$ cat config.mk
export PLATFORM = sky130hd
export DESIGN_NAME = audio_dac_serializer
export DESIGN_NICKNAME = d
export VERILOG_FILES = /design/src/rtl/audio_dac_serializer.sv
export SDC_FILE = /design/constraint.sdc
export NUM_CORES = 1
export LEC_CHECK = 0
export ABC_AREA = 0
export CAP_MARGIN = 0
export CORE_UTILIZATION = 60
export CTS_BUF_LIST = sky130_fd_sc_hd__clkbuf_16
export CTS_CLUSTER_DIAMETER = 120
export CTS_CLUSTER_SIZE = 40
export DETAILED_ROUTE_END_ITERATION = 10
export DONT_BUFFER_PORTS = 1
export PLACE_DENSITY_LB_ADDON = 0.1
export SYNTH_ARGS = -nofsm -noshare
export SYNTH_HDL_FRONTEND = slang
export SYNTH_SLANG_ARGS = --single-unit
$ cat constraint.sdc
create_clock -name clk -period 7.7 [get_ports clk]
set_clock_uncertainty 0.15 [all_clocks]
set_input_delay 1.54 -clock clk [delete_from_list [all_inputs] [get_ports clk]]
set_output_delay 1.54 -clock clk [all_outputs]
set_load 0.05 [all_outputs]
$ cat src/rtl/audio_dac_serializer.sv
// Stereo sample FIFO feeding an I2S serializer; codec-mastered BCLK/LRCK are
// synchronised into clk and AUD_DACDAT is shifted MSB-first on BCLK falls.
module audio_dac_serializer #(
    parameter int unsigned DATA_WIDTH = 24,
    parameter int unsigned ADDR_WIDTH = 3
) (
    input  logic                  clk,
    input  logic                  reset_n,
    input  logic                  write,
    input  logic [DATA_WIDTH-1:0] writedata_left,
    input  logic [DATA_WIDTH-1:0] writedata_right,
    output logic                  write_ready,
    output logic [ADDR_WIDTH:0]   fifo_level,
    output logic                  underflow,
    input  logic                  AUD_BCLK,
    input  logic                  AUD_DACLRCK,
    output logic                  AUD_DACDAT
);

    localparam int unsigned DEPTH = 2**ADDR_WIDTH;
    localparam int unsigned CW    = $clog2(DATA_WIDTH + 2);

    localparam logic [ADDR_WIDTH:0]   FULL_LEVEL = (ADDR_WIDTH+1)'(DEPTH);
    localparam logic [ADDR_WIDTH:0]   LVL_ONE    = (ADDR_WIDTH+1)'(1);
    localparam logic [ADDR_WIDTH-1:0] PTR_ONE    = ADDR_WIDTH'(1);
    localparam logic [CW-1:0]         CNT_ONE    = CW'(1);
    localparam logic [CW-1:0]         CNT_LAST   = CW'(DATA_WIDTH);
    localparam logic [CW-1:0]         CNT_SAT    = CW'(DATA_WIDTH + 1);

    typedef enum logic [1:0] {
        S_IDLE,
        S_LEFT,
        S_RIGHT
    } state_t;

    state_t                  state_q, state_d;
    logic [2:0]              bclk_sync_q;
    logic [2:0]              lrck_sync_q;
    logic [2*DATA_WIDTH-1:0] mem_q [DEPTH];
    logic [ADDR_WIDTH-1:0]   wr_ptr_q, rd_ptr_q;
    logic [ADDR_WIDTH:0]     level_q, level_d;
    logic [CW-1:0]           cnt_q, cnt_d;
    logic [DATA_WIDTH-1:0]   left_sr_q, left_sr_d;
    logic [DATA_WIDTH-1:0]   right_sr_q, right_sr_d;
    logic                    dacdat_q, dacdat_d;
    logic                    underflow_q, underflow_d;
    logic                    push, pop;
    logic                    bclk_fall, lrck_fall, lrck_rise;

    // [0],[1] are the two synchroniser stages; [2] is the previous synced value.
    assign bclk_fall = bclk_sync_q[2] & ~bclk_sync_q[1];
    assign lrck_fall = lrck_sync_q[2] & ~lrck_sync_q[1];
    assign lrck_rise = ~lrck_sync_q[2] & lrck_sync_q[1];

    assign write_ready = (level_q != FULL_LEVEL);
    assign push        = write && write_ready;
    assign fifo_level  = level_q;
    assign underflow   = underflow_q;
    assign AUD_DACDAT  = dacdat_q;

    always_comb begin
        level_d = level_q;
        if (push && !pop) begin
            level_d = level_q + LVL_ONE;
        end else if (!push && pop) begin
            level_d = level_q - LVL_ONE;
        end
    end

    always_comb begin
        state_d     = state_q;
        cnt_d       = cnt_q;
        left_sr_d   = left_sr_q;
        right_sr_d  = right_sr_q;
        dacdat_d    = dacdat_q;
        underflow_d = 1'b0;
        pop         = 1'b0;
        // LRCK edges take priority over a coincident BCLK fall: 1-bit I2S delay slot.
        if (lrck_fall) begin
            state_d  = S_LEFT;
            cnt_d    = '0;
            dacdat_d = 1'b0;
            if (level_q != '0) begin
                pop        = 1'b1;
                left_sr_d  = mem_q[rd_ptr_q][2*DATA_WIDTH-1:DATA_WIDTH];
                right_sr_d = mem_q[rd_ptr_q][DATA_WIDTH-1:0];
            end else begin
                left_sr_d   = '0;
                right_sr_d  = '0;
                underflow_d = 1'b1;
            end
        end else if (lrck_rise) begin
            cnt_d    = '0;
            dacdat_d = 1'b0;
            if (state_q != S_IDLE) begin
                state_d = S_RIGHT;
            end
        end else if (bclk_fall && state_q != S_IDLE) begin
            if (cnt_q < CNT_LAST) begin
                cnt_d = cnt_q + CNT_ONE;
                if (state_q == S_LEFT) begin
                    dacdat_d  = left_sr_q[DATA_WIDTH-1];
                    left_sr_d = {left_sr_q[DATA_WIDTH-2:0], 1'b0};
                end else begin
                    dacdat_d   = right_sr_q[DATA_WIDTH-1];
                    right_sr_d = {right_sr_q[DATA_WIDTH-2:0], 1'b0};
                end
            end else begin
                cnt_d    = CNT_SAT;
                dacdat_d = 1'b0;
            end
        end
    end

    always_ff @(posedge clk) begin
        if (push) begin
            mem_q[wr_ptr_q] <= {writedata_left, writedata_right};
        end
    end

    always_ff @(posedge clk or negedge reset_n) begin
        if (!reset_n) begin
            state_q     <= S_IDLE;
            bclk_sync_q <= '0;
            lrck_sync_q <= '0;
            wr_ptr_q    <= '0;
            rd_ptr_q    <= '0;
            level_q     <= '0;
            cnt_q       <= '0;
            left_sr_q   <= '0;
            right_sr_q  <= '0;
            dacdat_q    <= 1'b0;
            underflow_q <= 1'b0;
        end else begin
            state_q     <= state_d;
            bclk_sync_q <= {bclk_sync_q[1:0], AUD_BCLK};
            lrck_sync_q <= {lrck_sync_q[1:0], AUD_DACLRCK};
            if (push) begin
                wr_ptr_q <= wr_ptr_q + PTR_ONE;
            end
            if (pop) begin
                rd_ptr_q <= rd_ptr_q + PTR_ONE;
            end
            level_q     <= level_d;
            cnt_q       <= cnt_d;
            left_sr_q   <= left_sr_d;
            right_sr_q  <= right_sr_d;
            dacdat_q    <= dacdat_d;
            underflow_q <= underflow_d;
        end
    end

endmodule
==> results.toml, run 1 <==
[yosys]
synth_top_area_share_pct = 64.6
synth.distinct_cells = 36
synth_edf_count = 384
syn_inst = 929
synth_ff_type = "edfxtp_1"
ys_async_sr_fraction_pct = 16.0
synth.most_common_cell = "edfxtp_1"
synth_seq_cells = 457
ys.warnings.count = 0
syn_area_per_cell_um2 = 19.2
syn_area_um2 = 17900
seq_area_frac_synth_pct = 74.8
yosysTopAreaCell = "edfxtp_1"
syn_nets = 991
synth_common_cells = "384 x edfxtp_1, 96 x a21oi_1, 96 x mux4_2"
synth_area_leaders = "edfxtp_1 65%, mux4_2 12%, dfrtp_1 10%, mux2_2 3.2%, a21oi_1 2.7%"

[die]
fp.dieW_um = 175
coreArea_um2 = 29000
die_h_um = 175
std_cell_rows = 62
start_util_pct = 61.5
ios = 60
dieArea_um2 = 30500

[cts]
cts_tree = "built"
cts_hold_buffers = 0
cts_root_buffer = "clkbuf_16"
post_cts_buffers = 0
cts_buffers = 15
clock_sinks = 457
clk_pin_slew_worst_paths_ns = 0.14
clk_latency_ns = 0.53
cts_max_path_buffers = 3
h-tree-depth = 1
ctsResizeCount = 0

[layout]
drive_gt1_share_pct = 21.1
areaGrowthSynthToFinish_pct = 4.88
stdcell_area_um2 = 18700
diodes = 0
final_cells = 1303
nets = 973
fillers = 1933

[detailed_routing]
ant_nets = 0
dr.pass1.iters = 5
vias = 8244
vias_per_cell = 6.33
wl_per_cell_um = 25.5
routed_wl_um = 33200
drc = 0
first_iter_violations = 644

[hold_path]
hold_path.class = "reg -> reg"
holdPathStages = 0
min_from = "bclk_sync_q[0]"
whs_endpoint = "bclk_sync_q[1]"

[setup_path]
reg2regPathDepth = 6
worstPathArrival_ns = 3.91
r2r-end = "right_sr_q[20]"
cp-end-kind = "flop"
crit_required_ns = 7.95
critical_path_class = "reg -> reg"
startpoint_type = "flop"
worstPathMaxFanout = 38
timing.rr.start = "rd_ptr_q[0]"
rrSetupSlack_ns = 4.04

[placement]
gp_congestion = 0.713
dp.cells = 1278
dp_hpwl_um = 16500
dpl-instance-area_um2 = 18300
portBuffers = 0
place_ws_ns = 3.97

[power_and_ir_drop]
p_sw_w = 0.00182
seqPwrFrac_pct = 56.4
p_per_area_nw_per_um2 = 333
pwr-share-clk_pct = 16.8
combinationalPowerShare_pct = 26.8
irDropWorstVdd_uv = 228
netSwitchingFraction_pct = 29.1
power.internal_w = 0.00441
p_leak_nw = 6.05

[grt]
grt_pass1_wl_um = 51500
grt_max_degree = 74
antenna_found_initial = 0
grt_usage_pct = 22.7
grt_pass1_vias = 8670
grt-ovfl-total = 0

[timing]
fin_ws_ns = 4.04
setup_violations = 0
tns_ns = 0
period_share_pct = 47.6
worst_pin_slew_ns = 1.03
max_slew_margin_pct = 31.6
grt_setup_unrepaired = "no"
slew_viol_final = 0
fmax_mhz = 273
fin_crit_ns = 3.66
hold_violations = 0

[flow_run]
drv_cap = 0

[run_status]
status = "finished clean"
-- registers in the layout, indices dropped and copies added (netlist names) --
signal / cells
state_q: 2
right_sr_q: 24
underflow: 1
rd_ptr_q: 3
wr_ptr_q: 3
bclk_sync_q: 3
AUD_DACDAT: 1
cnt_q: 5
lrck_sync_q: 3
mem_q: 384
left_sr_q: 24
fifo_level: 4
-- cell families after synthesis --
group           after synthesis  share of synthesized area, %
xor+xnor                      6                         0.294
simple gates                131                          3.62
buf+inv                      60                          1.58
mux                         152                          15.6
fa+ha+maj                     9                         0.673
flops                       457                          74.8
compound gates              114                          3.41
-- layout by cell type (no fill, tap or decap), types with 4 or more instances in the layout --
master and instances:
clkbuf_16 15, nand2_1 12, a21oi_1 96, nor2b_1 44
xnor2_1 4, mux2i_1 4, buf_4 15, mux4_2 96
mux2_2 51, nand2b_1 6, nor3_1 4, nor2_1 50
edfxtp_1 384, dfrtp_1 70, ha_1 7, o21ai_0 5
inv_1 19, nor3_2 4
-- stage by stage --
stage	total power, W	util (%)	hold slack (ns)
floorplan	0.00486	-	0.181
global placement	0.00519	63.0	0.203
detailed placement	0.00527	63.0	0.202
CTS	0.00629	64.6	0.232
global route	0.00653	64.6	0.240
finish	0.00623	64.6	0.227
-- critical path: stages, from the launching register on --
cell and delay [ns]:
dfrtp_4 0.95, buf_4 0.61, buf_4 0.63, mux4_2 0.59, mux2_2 0.27, a21oi_1 0.16
a21oi_1 0.09
-- layer usage --
layer  part of all wire [%]  GRT usage [%]
met4                    1.4           4.49
met1                     42           31.1
met3                    5.1           2.84
met2                     52           39.8
met5                      0              0
-- layout make-up --
class	count	area [µm²]	area share, %
clock buffer	15	375	2.00
inverter	10	37.5	0.200
multi-input combinational	412	4290	22.9
tap	384	480	2.57
clock inverter	10	63.8	0.341
sequential	457	13400	71.4
timing repair buffer	15	113	0.601
-- worst max-delay path by stage --
stage | slack (ns) | from | to
3_3_place_gp | 4.02 | rd_ptr_q[0] | right_sr_q[20]
4_1_cts | 3.95 | rd_ptr_q[0] | right_sr_q[20]
5_1_grt | 3.74 | rd_ptr_q[0] | right_sr_q[21]
3_5_place_dp | 3.97 | rd_ptr_q[0] | right_sr_q[20]
2_1_floorplan | 0.76 | write | mem_q[0][0]
6_report | 4.04 | rd_ptr_q[0] | right_sr_q[20]
-- power by group through the flow --
stage	clock network (W)	registers [W]	logic (W)
after floorplan	0	0.00337	0.00149
after global placement	0	0.00355	0.00164
after detailed placement	0	0.00358	0.00169
after CTS	0.00107	0.00352	0.00169
after global routing	0.00114	0.00357	0.00182
final	0.00105	0.00351	0.00167
Note: power is estimated with default switching activity, not from simulation.
==> run 2: changes to the inputs <==
--- a/config.mk
+++ b/config.mk
@@ -7,7 +7,7 @@
 export LEC_CHECK = 0
 export ABC_AREA = 0
 export CAP_MARGIN = 0
-export CORE_UTILIZATION = 60
+export CORE_UTILIZATION = 57
 export CTS_BUF_LIST = sky130_fd_sc_hd__clkbuf_16
 export CTS_CLUSTER_DIAMETER = 120
 export CTS_CLUSTER_SIZE = 40
==> constraint.sdc (replaced) <==
create_clock -name clk -period 3.1 [get_ports clk]
set_clock_uncertainty 0.15 [all_clocks]
set_input_delay 0.62 -clock clk [delete_from_list [all_inputs] [get_ports clk]]
set_output_delay 0.62 -clock clk [all_outputs]
set_load 0.05 [all_outputs]
==> run 2 against run 1 <==
Sequential share of layout area is 1.6 points lower; sequential power is 140% higher; hold slack worse by 0.20 ns; utilization is 2.1 points lower; critical path depth is 4 higher; setup slack worse by 3.9 ns; wire length is 0.12% higher; largest cell class unchanged.
==> results.toml, run 2 (synthesis gave the netlist of run 1 again) <==
[grt]
grt_pass1_wl_um = 50000
met2_usage_pct = 36.3
use_met1_pct = 30.5
grt_max_degree = 74
grt_pass1_vias = 8615
top_usage_layer = "met2"
grt-ovfl-total = 0
grt_usage_pct = 21.4
grt_use_met3_pct = 2.50
antenna_found_initial = 1

[flow_run]
drv_cap = 0

[layout]
utilization_pct = 62.4
final_cells = 1339
register_area_um2 = 13400
fillers = 2098
multiInputGateArea_um2 = 4360
top_regs = "mem_q x384, left_sr_q x24, right_sr_q x24"
layout_common_cells = "384 x edfxtp_1, 96 x mux4_2, 96 x a21oi_1, 66 x dfrtp_1, 51 x mux2_2"
largest_register = "mem_q"
nets = 996
largest_register_ffs = 384
final_common_cell = "edfxtp_1"
areaGrowthSynthToFinish_pct = 7.25
drive_gt1_share_pct = 23.1

[detailed_routing]
vias = 8317
vias_per_cell = 6.21
dr.pass1.iters = 4
routed_wl_um = 33200
wl_per_cell_um = 24.8
ant_nets = 0
drc = 0
first_iter_violations = 697

[hold_path]
min_from = "writedata_right[16]"
whs_endpoint = "mem_q[2][16]"
holdPathStages = 0
hold_path.class = "in -> reg"

[timing]
max_slew_margin_pct = 53.6
setup_violations = 0
grt_setup_unrepaired = "no"
worst_pin_slew_ns = 0.689
hold_violations = 0
fmax_mhz = 338
fin_crit_ns = 2.96
period_share_pct = 95.3
slew_viol_final = 0

[die]
dieArea_um2 = 32000
coreArea_um2 = 30700
std_cell_rows = 64
fp.dieW_um = 179
start_util_pct = 58.2
ios = 60
die_h_um = 179

[cts]
clk_latency_ns = 0.53
post_cts_buffers = 0
cts_root_buffer = "clkbuf_16"
clk_pin_slew_worst_paths_ns = 0.14
clock_sinks = 457
cts_max_path_buffers = 3
cts_tree = "built"
cts_buffers = 15
h-tree-depth = 1

[setup_path]
r2r-end = "fifo_level[3]"
rrSetupSlack_ns = 0.14
cp-end-kind = "flop"
worstPathArrival_ns = 3.22
crit_required_ns = 3.36
max_stage_delay_ns = 0.62
critical_path_class = "reg -> reg"
timing.rr.start = "fifo_level[0]"
slowest_stage = "dfrtp_4"
worstPathMaxFanout = 6
reg2regPathDepth = 10
path_cells = "nor3_4 -> nand2_4 -> nand2_8 -> inv_2 -> ha_1 -> inv_2 -> ha_1 -> a21o_1 -> a2111oi_1 -> o31ai_1"
startpoint_type = "flop"

[placement]
portBuffers = 0
dp_hpwl_um = 17600
dp.cells = 1303
gp_congestion = 0.734

[run_status]
status = "finished clean"

[power_and_ir_drop]
p_per_area_nw_per_um2 = 826
power_w = 0.0158
irDropWorstVdd_uv = 492
p_leak_nw = 6.22
-- run 2: cell types whose count changed in the layout (fill, tap and decap cells not counted), sizes merged --
cell,previous run,this run
diode,0,1
dlygate4sd3,0,9
buf,15,29
-- run 2: what timing repair did --
action | in CTS | in global routing
hold buffers | 4 | 6
setup endpoints to repair | 0 | 1
resized for setup | 0 | 2
endpoints found under the hold margin | 75 | 18
-- run 2: area by class of cell --
cell class / count / area share, %
repair buffers: 38 / 2.30
well taps: 396 / 2.59
flip-flops and latches: 457 / 69.8
inverters: 10 / 0.196
clock inverters: 10 / 0.333
clock buffers: 15 / 1.96
multi-input cells: 412 / 22.8
diodes: 1 / 0.0131
-- run 2: stage by stage --
| stage | hold slack, ns | area, µm² | setup TNS (ns) | setup slack [ns] |
|---|---|---|---|---|
| after global placement | 0.177 | 18600 | 0 | 0.203 |
| after floorplan | 0.174 | 18000 | -1.25 | -0.0261 |
| after CTS | 0.00698 | 19100 | 0 | 0.0474 |
| after detailed placement | 0.177 | 18600 | 0 | 0.0736 |
| final | 0.0217 | 19200 | 0 | 0.145 |
| after global routing | 0.000659 | 19200 | 0 | 0.0559 |
-- run 2: routing by layer --
layer / routed length (µm) / part of all wire [%]
met3: 1390 / 4.2
met2: 16500 / 50
met4: 409 / 1.2
met1: 14900 / 45
met5: 0 / 0
-- run 2: how the worst max path moves through the flow --
stage | cells after the start | slack [ns] | endpoint | from
final | 10 | 0.14 | fifo_level[3] | fifo_level[0]
after global routing | 10 | 0.06 | fifo_level[3] | fifo_level[0]
after CTS | 10 | 0.05 | fifo_level[3] | fifo_level[0]
after detailed placement | 10 | 0.07 | fifo_level[3] | fifo_level[0]
after global placement | 10 | 0.20 | fifo_level[3] | fifo_level[0]
after floorplan | 4 | -0.03 | mem_q[0][0] | fifo_level[2]
-- run 2: worst max-delay path, delay by kind of cell (launching register included) --
| kind | cells | cell delay [ns] |
|---|---|---|
| AND/OR/NAND/NOR | 3 | 0.57 |
| adder cells (fa/ha/maj) | 2 | 0.51 |
| flip-flops | 1 | 0.62 |
| buffers and inverters | 2 | 0.21 |
| AO/OA/AOI/OAI | 3 | 0.80 |
-- run 2: power breakdown --
| group | switching (W) | total [W] | internal [W] |
|---|---|---|---|
| combinational | 0.00244 | 0.00487 | 0.00243 |
| clock | 0.00168 | 0.00260 | 0.000923 |
| sequential | 0.000545 | 0.00835 | 0.00780 |
| total | 0.00467 | 0.0158 | 0.0112 |
==> run 3: changes to the inputs <==
--- a/config.mk
+++ b/config.mk
@@ -7,6 +7,8 @@
 export LEC_CHECK = 0
 export ABC_AREA = 0
 export CAP_MARGIN = 0
+export CORE_ASPECT_RATIO = 0.8
+export CORE_MARGIN = 2
 export CORE_UTILIZATION = 57
 export CTS_BUF_LIST = sky130_fd_sc_hd__clkbuf_16
 export CTS_CLUSTER_DIAMETER = 120
@@ -14,6 +16,7 @@
 export DETAILED_ROUTE_END_ITERATION = 10
 export DONT_BUFFER_PORTS = 1
 export PLACE_DENSITY_LB_ADDON = 0.1
+export SLEW_MARGIN = 30
 export SYNTH_ARGS = -nofsm -noshare
 export SYNTH_HDL_FRONTEND = slang
 export SYNTH_SLANG_ARGS = --single-unit
==> run 3 against run 2 <==
Critical path depth unchanged; setup slack better by 0.032 ns; sequential power rose by 2.6%; count of clock-buffer cells in the layout unchanged; wire length rose by 1.8%; clock power about the same; fmax rose by 1.1%.
==> results.toml, run 3 (synthesis gave the netlist of run 1 again) <==
[run_status]
status = "finished clean"

[layout]
utilization_pct = 63.4
drive_gt1_share_pct = 22.7
layout_common_cells = "384 x edfxtp_1, 96 x mux4_2, 95 x a21oi_1, 66 x dfrtp_1, 51 x mux2_2"
top_regs = "mem_q x384, left_sr_q x24, right_sr_q x24"
diodes = 0
final_common_cell = "edfxtp_1"
nets = 1012
fillers = 2095
final_cells = 1371
areaGrowthSynthToFinish_pct = 8.65
largest_register = "mem_q"
largest_register_ffs = 384

[hold_path]
min_from = "writedata_right[3]"
hold_path.class = "in -> reg"
holdPathStages = 0
whs_endpoint = "mem_q[7][3]"

[grt]
grt_pass1_vias = 8723
top_usage_layer = "met2"
grt_max_degree = 74
grt-ovfl-total = 0
grt_pass1_wl_um = 51700
grt_usage_pct = 21.0
use_met1_pct = 30.3
grt_use_met3_pct = 3.13
met2_usage_pct = 35.3
antenna_found_initial = 1

[cts]
cts_buffers = 15
cts_tree = "built"
clk_pin_slew_worst_paths_ns = 0.14
cts_root_buffer = "clkbuf_16"
h-tree-depth = 1
clock_sinks = 457
clk_latency_ns = 0.53
cts_max_path_buffers = 3

[setup_path]
timing.rr.start = "fifo_level[0]"
crit_required_ns = 3.37
critical_path_class = "reg -> reg"
r2r-end = "fifo_level[3]"
worstPathArrival_ns = 3.19
path_cells = "nor3_4 -> nand2_4 -> nand2_8 -> inv_2 -> ha_1 -> inv_2 -> ha_1 -> a21o_1 -> a2111oi_1 -> o31ai_1"
slowest_stage = "dfrtp_4"
startpoint_type = "flop"
cp-end-kind = "flop"
worstPathMaxFanout = 6
rrSetupSlack_ns = 0.18
reg2regPathDepth = 10
max_stage_delay_ns = 0.62

[placement]
portBuffers = 0
dp.cells = 1318
gp_congestion = 0.762
dp_hpwl_um = 17800

[timing]
worst_pin_slew_ns = 0.889
fin_crit_ns = 2.92
hold_violations = 0
max_slew_margin_pct = 40.7
fmax_mhz = 342
period_share_pct = 94.3
setup_violations = 0
slew_viol_final = 0

[detailed_routing]
wl_per_cell_um = 24.7
routed_wl_um = 33800
first_iter_violations = 691
vias = 8331
vias_per_cell = 6.08
dr.pass1.iters = 5
ant_nets = 0
drc = 0

[die]
dieArea_um2 = 32800
ios = 60
coreArea_um2 = 30600
std_cell_rows = 57
start_util_pct = 58.4
fp.dieW_um = 202
die_h_um = 162

[power_and_ir_drop]
irDropWorstVdd_uv = 536
power_w = 0.0159
p_per_area_nw_per_um2 = 822
p_leak_nw = 6.30

[flow_run]
drv_cap = 0
==> run 3: repair_timing <==
item / in CTS / in global routing
setup endpoints to repair: 0 / 1
resized for setup: 0 / 3
buffers inserted: 0 / 0
endpoints found under the hold margin: 75 / 108
hold buffers: 4 / 24
==> run 3: worst max path at each step <==
stage	start	endpoint	cells past startpoint
after global placement	fifo_level[0]	fifo_level[3]	10
final	fifo_level[0]	fifo_level[3]	10
after floorplan	fifo_level[2]	mem_q[0][0]	4
after detailed placement	fifo_level[0]	fifo_level[3]	10
after CTS	fifo_level[0]	fifo_level[3]	10
after global routing	fifo_level[0]	fifo_level[3]	10
==> run 3: per-layer routing <==
layer | wire, µm | vias up
met5 | 13 | -
met4 | 580 | 2
met3 | 1600 | 38
met2 | 16500 | 207
met1 | 15100 | 4397
li1 | - | 3687
==> run 3: report_power, final <==
part	total [W]	internal [W]	switching [W]
Combinational	0.00476	0.00251	0.00225
Clock	0.00261	0.000923	0.00169
Sequential	0.00857	0.00780	0.000778
==> run 3: critical path: cells and delay by family, from the launching register on <==
kind / cells / cell delay, ns
AOI/OAI and AO/OA: 3 / 0.77
adders and majority gates: 2 / 0.50
buffers and inverters: 2 / 0.19
DFF: 1 / 0.62
and+or+nand+nor: 3 / 0.57
==> run 3: layout make-up <==
cell class                 instances  area (µm²)  area share, %
clock buffer                      15         375           1.93
inverter                          10        37.5          0.193
clock inverter                    10        63.8          0.329
multi-input combinational        412        4370           22.5
sequential                       457       13400           68.9
timing repair buffer              54         668           3.44
tap                              413         517           2.66
==> run 3: metrics by stage <==
step / setup TNS [ns] / setup slack (ns) / hold WS [ns] / area [µm²]
5_1_grt: -0.0165 / -0.0165 / 0.000286 / 19400
3_5_place_dp: 0 / 0.149 / 0.178 / 18700
4_1_cts: 0 / 0.131 / 0.00671 / 19200
3_3_place_gp: 0 / 0.191 / 0.178 / 18700
2_1_floorplan: -1.25 / -0.0261 / 0.174 / 18000
6_report: 0 / 0.176 / 0.0198 / 19400
